$ cat config.mk
export PLATFORM = sky130hd
export DESIGN_NAME = clint_multi
export DESIGN_NICKNAME = d
export VERILOG_FILES = /design/src/rtl/clint_multi.sv
export SDC_FILE = /design/constraint.sdc
export NUM_CORES = 1
export LEC_CHECK = 0
export ABC_AREA = 0
export BUFFER_PORTS_ARGS = -buffer_cell sky130_fd_sc_hd__buf_2
export CAP_MARGIN = 20
export CORE_ASPECT_RATIO = 1.4
export CORE_MARGIN = 1.5
export CORE_UTILIZATION = 45
export CTS_BUF_LIST = sky130_fd_sc_hd__clkbuf_2
export CTS_CLUSTER_DIAMETER = 100
export DETAILED_ROUTE_END_ITERATION = 7
export GPL_TIMING_DRIVEN = 0
export PLACE_DENSITY_LB_ADDON = 0.2
export SYNTH_ARGS = -nofsm -noshare
export SYNTH_HDL_FRONTEND = slang
export SYNTH_SLANG_ARGS = --single-unit
$ cat constraint.sdc
create_clock -name clock -period 3.22 [get_ports clock]
set_input_delay 0.161 -clock clock [delete_from_list [all_inputs] [get_ports clock]]
set_output_delay 0.161 -clock clock [all_outputs]
set_load 0.02 [all_outputs]
$ cat src/rtl/clint_multi.sv
// Multi-hart core-local interruptor: shared 64-bit mtime with prescaler, per-hart msip and mtimecmp.
// Single-cycle peripheral port; every request is answered one cycle later with no back-pressure.
module clint_multi #(
    parameter int harts      = 1,
    parameter int clock_rate = 50000000,
    parameter int timer_rate = 1000000
) (
    input  logic             clock,
    input  logic             reset,
    input  logic             clint_valid,
    input  logic             clint_instr,
    input  logic [31:0]      clint_addr,
    input  logic [31:0]      clint_wdata,
    input  logic [3:0]       clint_wstrb,
    output logic [31:0]      clint_rdata,
    output logic             clint_ready,
    output logic [63:0]      clint_mtime,
    output logic [harts-1:0] clint_msip,
    output logic [harts-1:0] clint_mtip
);

    localparam int div = clock_rate / timer_rate;
    localparam logic [31:0] div_last = 32'(div - 1);
    localparam logic [29:0] cmp_base_word = 30'd4096;
    localparam logic [29:0] mtime_lo_word = 30'd12286;
    localparam logic [29:0] mtime_hi_word = 30'd12287;

    if (div < 1 || harts < 1 || harts > 16) begin : g_bad_param
        $error("clint_multi: need clock_rate/timer_rate >= 1 and harts in 1..16");
    end

    // Handshake: a request is accepted on any edge where clint_valid=1 and reset=1;
    // clint_ready pulses for exactly the following cycle, with clint_rdata valid
    // only in that cycle (zero otherwise, for writes and for unmapped offsets).
    logic [31:0] pre_count;
    logic        tick;
    logic [29:0] word;
    logic        wr_req;
    logic        rd_req;
    logic [31:0] rd_value;
    logic [63:0] mtimecmp [harts];
    logic        unused_ok;

    assign tick      = (pre_count == div_last);
    assign word      = clint_addr[31:2];
    assign wr_req    = clint_valid && (clint_wstrb != 4'b0000);
    assign rd_req    = clint_valid && (clint_wstrb == 4'b0000);
    assign unused_ok = &{1'b0, clint_instr, clint_addr[1:0]};

    function automatic logic [31:0] merge(input logic [31:0] old_word,
                                          input logic [31:0] wdata,
                                          input logic [3:0]  strb);
        logic [31:0] result;
        result = old_word;
        for (int i = 0; i < 4; i++) begin
            if (strb[i]) result[8*i +: 8] = wdata[8*i +: 8];
        end
        return result;
    endfunction

    always_comb begin
        rd_value = 32'h0;
        for (int h = 0; h < harts; h++) begin
            if (word == 30'(h))
                rd_value = {31'h0, clint_msip[h]};
            if (word == cmp_base_word + 30'(2 * h))
                rd_value = mtimecmp[h][31:0];
            if (word == cmp_base_word + 30'(2 * h + 1))
                rd_value = mtimecmp[h][63:32];
        end
        if (word == mtime_lo_word) rd_value = clint_mtime[31:0];
        if (word == mtime_hi_word) rd_value = clint_mtime[63:32];
    end

    always_ff @(posedge clock) begin
        if (!reset) begin
            pre_count   <= 32'h0;
            clint_mtime <= 64'h0;
            clint_msip  <= '0;
            clint_mtip  <= '0;
            clint_ready <= 1'b0;
            clint_rdata <= 32'h0;
            for (int h = 0; h < harts; h++) mtimecmp[h] <= 64'hFFFF_FFFF_FFFF_FFFF;
        end else begin
            pre_count <= tick ? 32'h0 : pre_count + 32'h1;

            // A software write to mtime wins over the tick; the prescaler is untouched.
            if (wr_req && word == mtime_lo_word)
                clint_mtime[31:0] <= merge(clint_mtime[31:0], clint_wdata, clint_wstrb);
            else if (wr_req && word == mtime_hi_word)
                clint_mtime[63:32] <= merge(clint_mtime[63:32], clint_wdata, clint_wstrb);
            else if (tick)
                clint_mtime <= clint_mtime + 64'h1;

            for (int h = 0; h < harts; h++) begin
                if (wr_req && word == 30'(h) && clint_wstrb[0])
                    clint_msip[h] <= clint_wdata[0];
                if (wr_req && word == cmp_base_word + 30'(2 * h))
                    mtimecmp[h][31:0] <= merge(mtimecmp[h][31:0], clint_wdata, clint_wstrb);
                if (wr_req && word == cmp_base_word + 30'(2 * h + 1))
                    mtimecmp[h][63:32] <= merge(mtimecmp[h][63:32], clint_wdata, clint_wstrb);
                clint_mtip[h] <= (clint_mtime >= mtimecmp[h]);
            end

            clint_ready <= clint_valid;
            clint_rdata <= rd_req ? rd_value : 32'h0;
        end
    end

endmodule

==> metrics.yaml <==
status:
  status: "finished, final reports clean"
flow_run:
  maxCapViolCount: 0
timing:
  clock.fmax_mhz: 322
  drv_slew: 0
  min_period_ns: 3.10
  worstMarginPinSlew_ns: 1.13
  clock_skew_ns: 0.0483
  slew_headroom_pct: 23.8
  fin_ws_ns: 0.118
  fin_worst_hold_slack_ns: 0.141
  fin_crit_sh_pct: 96.3
  setup_violations: 0
  final_hold_viol_count: 0
final_layout:
  mostFrequentLayoutCell: "buf_2"
  final_cell_mix: "buf_2, dfxtp_1, nand2_1"
  drive_gt1_share_pct: 16.7
  seq_area_um2: 4540
  areaGrowthSynthToFinish_pct: 16.7
  final_util_pct: 53.4
  n_fill_cell: 2515
  nets: 1737
  multi_input_area_um2: 6880
  fin_area_um2: 13900
setup_path:
  crit_fanout: 9
  r2r_cells: 6
  end_kind: "flop"
  worstPathCellList: "nand3_2 -> nor4_2 -> and3_1 -> nand4_1 -> o31ai_1 -> o2bb2ai_1"
  rr_endpoint: "clint_mtime[61]$_SDFFE_PN0P_"
  start_kind: "flop"
  setup.worst_path.class: "reg -> reg"
  worst-endpoint-required_ns: 3.99
  arrival_ns: 3.87
  rrSetupSlack_ns: 0.12
  crit_start: "clint_mtime[18]$_SDFFE_PN0P_"
  crit_end: "clint_mtime[61]$_SDFFE_PN0P_"
  r2r_start: "clint_mtime[18]$_SDFFE_PN0P_"
  cp_slowest_cell: "nor4_2"
  cpPeakStageDelay_ns: 0.88
floorplanning:
  pin_count: 171
  die_w_um: 141
  core.rowCount: 70
  coreArea_um2: 26100
  start_util_pct: 45.8
  die-area_um2: 27600
  chipHeight_um: 196
clock_tree:
  post_cts_buffers: 0
  htreeDepth: 4
  path_clk_slew_ns: 0.26
  cts.sinks: 195
  cts-root-buf: "clkbuf_2"
  clk_path_buf_depth: 2
  clock_latency_ns: 0.85
  cts_tree: "done"
  cts_buffers: 17
global_route:
  grt_max_degree: 18
  grt_pass1_vias: 12036
  grt_overflow: 0
  antenna_found_initial: 3
  grt_use_total_pct: 35.5
  grt_first_pass_wirelength_mm: 72.4
yosys:
  synth_cell_types: 75
  synth-async-reset-ratio_pct: 0
  ys_seq_area_share_pct: 38.0
  synth_seq_cells: 195
  synth_area_um2: 12000
  avgSynthCellArea_um2: 8.70
  synth_edf_count: 64
  synthCells: 1374
  syn_nets: 1513
  ys_warn_count: 0
  synthFlopType: "dfxtp_1"
route:
  drtIter0Drc: 1290
  drc: 0
  dr.pass1.iters: 8
  final_antenna_net_count: 0
  wl_mm: 49.3
  routedWlPerCell_um: 25.5
  vias: 12508
  via_per_inst: 6.46
placement:
  globalplace.congestion: 0.996
  place_ws_ns: -0.485
  dpl.hpwl_mm: 37.4
  place_area_um2: 13200
  port-buffer-count: 163
worst_hold_path:
  hp-class: "in -> reg"
  worstHoldStart: "clint_addr[15]"
power:
  ir_drop_v: 0.000206
  pwr_density_cell_nw_per_um2: 320
  power_leakage_uw: 0.00559
[synth_stat cells (9+ instances only)]
master    instances  share of area [%]
or3_1             9               0.47
inv_1            73                2.3
a21oi_1          78                3.3
nand3_1          49                2.1
a31oi_1          14               0.73
clkbuf_1         64                2.0
xor2_1           14                1.0
nor4_1           34                1.8
ha_1             67                7.0
buf_2             9               0.38
dfxtp_1         131                 22
nor2_1          106                3.3
a21o_1           82                5.2
and2_1           34                1.8
mux2_2           28                2.6
edfxtp_1         64                 16
a21boi_0         26                1.6
and4_1           14                1.0
xnor2_1          12               0.88
nor3_1           32                1.3
nand4_1          45                2.4
o21ai_0          80                3.4
nand2_1         119                3.7
and3_1           28                1.5
a222oi_1         32                2.7
[sequential cells by signal, indices dropped and copies added, names as in the netlist]
register     count
clint_rdata     32
clint_ready      1
clint_mtip       1
pre_count       32
clint_mtime     64
mtimecmp        64
clint_msip       1
[logic make-up (layout without fill, tap and decap cells)]
logic type / count (synthesis) / in the layout / share of synthesized area, %
AOI/OAI and AO/OA: 392 / 392 / 22.6
other: 0 / 1 / 0
muxes: 29 / 29 / 2.72
adders and majority gates: 67 / 67 / 7.01
and+or+nand+nor: 515 / 515 / 22.9
xor gates and xnor gates: 26 / 26 / 1.91
buffers and inverters: 150 / 387 / 4.84
DFF: 195 / 195 / 38.0
[cell type report]
type / instances / share of cell area, %
clock buffer: 20 / 0.718
inverter: 73 / 1.96
buffer: 77 / 2.20
multi-input combinational: 1029 / 49.3
antenna: 1 / 0.0179
timing repair buffer: 205 / 8.83
sequential: 195 / 32.6
clock inverter: 12 / 1.44
tap: 324 / 2.91
[where the power goes]
group          internal (µW)  total (µW)  switching (µW)
combinational            116         318             202
sequential              2590        2620            34.7
clock                    606        1510             908
total                   3310        4460            1150
[routing by layer]
metal	track usage [%]	share of wire, %	vias up
met3	5.64	8.0	218
met4	26.6	8.6	4
li1	-	-	5618
met1	40.7	37	5895
met2	59.3	47	773
met5	0	0.053	-
[through the flow]
stage          setup TNS (ns)  std cells  power [µW]
2_1_floorplan               0       1374        2780
3_3_place_gp           -18.50       1861        2930
3_5_place_dp           -20.77       1862        2940
4_1_cts                     0       1935        4460
5_1_grt              -0.00434       1936        4570
6_report                    0       1936        4460
[worst min-delay path by stage]
stage	cells after the start	to
2_1_floorplan	1	clint_ready$_SDFF_PN0_
3_3_place_gp	1	pre_count[0]$_SDFF_PP0_
3_5_place_dp	1	pre_count[0]$_SDFF_PP0_
4_1_cts	7	clint_mtime[47]$_SDFFE_PN0P_
5_1_grt	3	mtimecmp[0][38]$_DFFE_PP_
6_report	7	clint_mtime[47]$_SDFFE_PN0P_
[critical path: cells and delay by family (launching register included)]
kind / cells / cell delay, ns
AND/OR/NAND/NOR: 4 / 1.92
flip-flops: 1 / 0.67
AO/OA/AOI/OAI: 2 / 0.46
[repair_timing]
action                                  CTS  global route
hold buffers                             41             0
endpoints found under the setup margin   10            21
resized for setup                         1            10
hold endpoints to repair                145             0
cloned                                    0             0
Power figures use the tool's default switching activity.
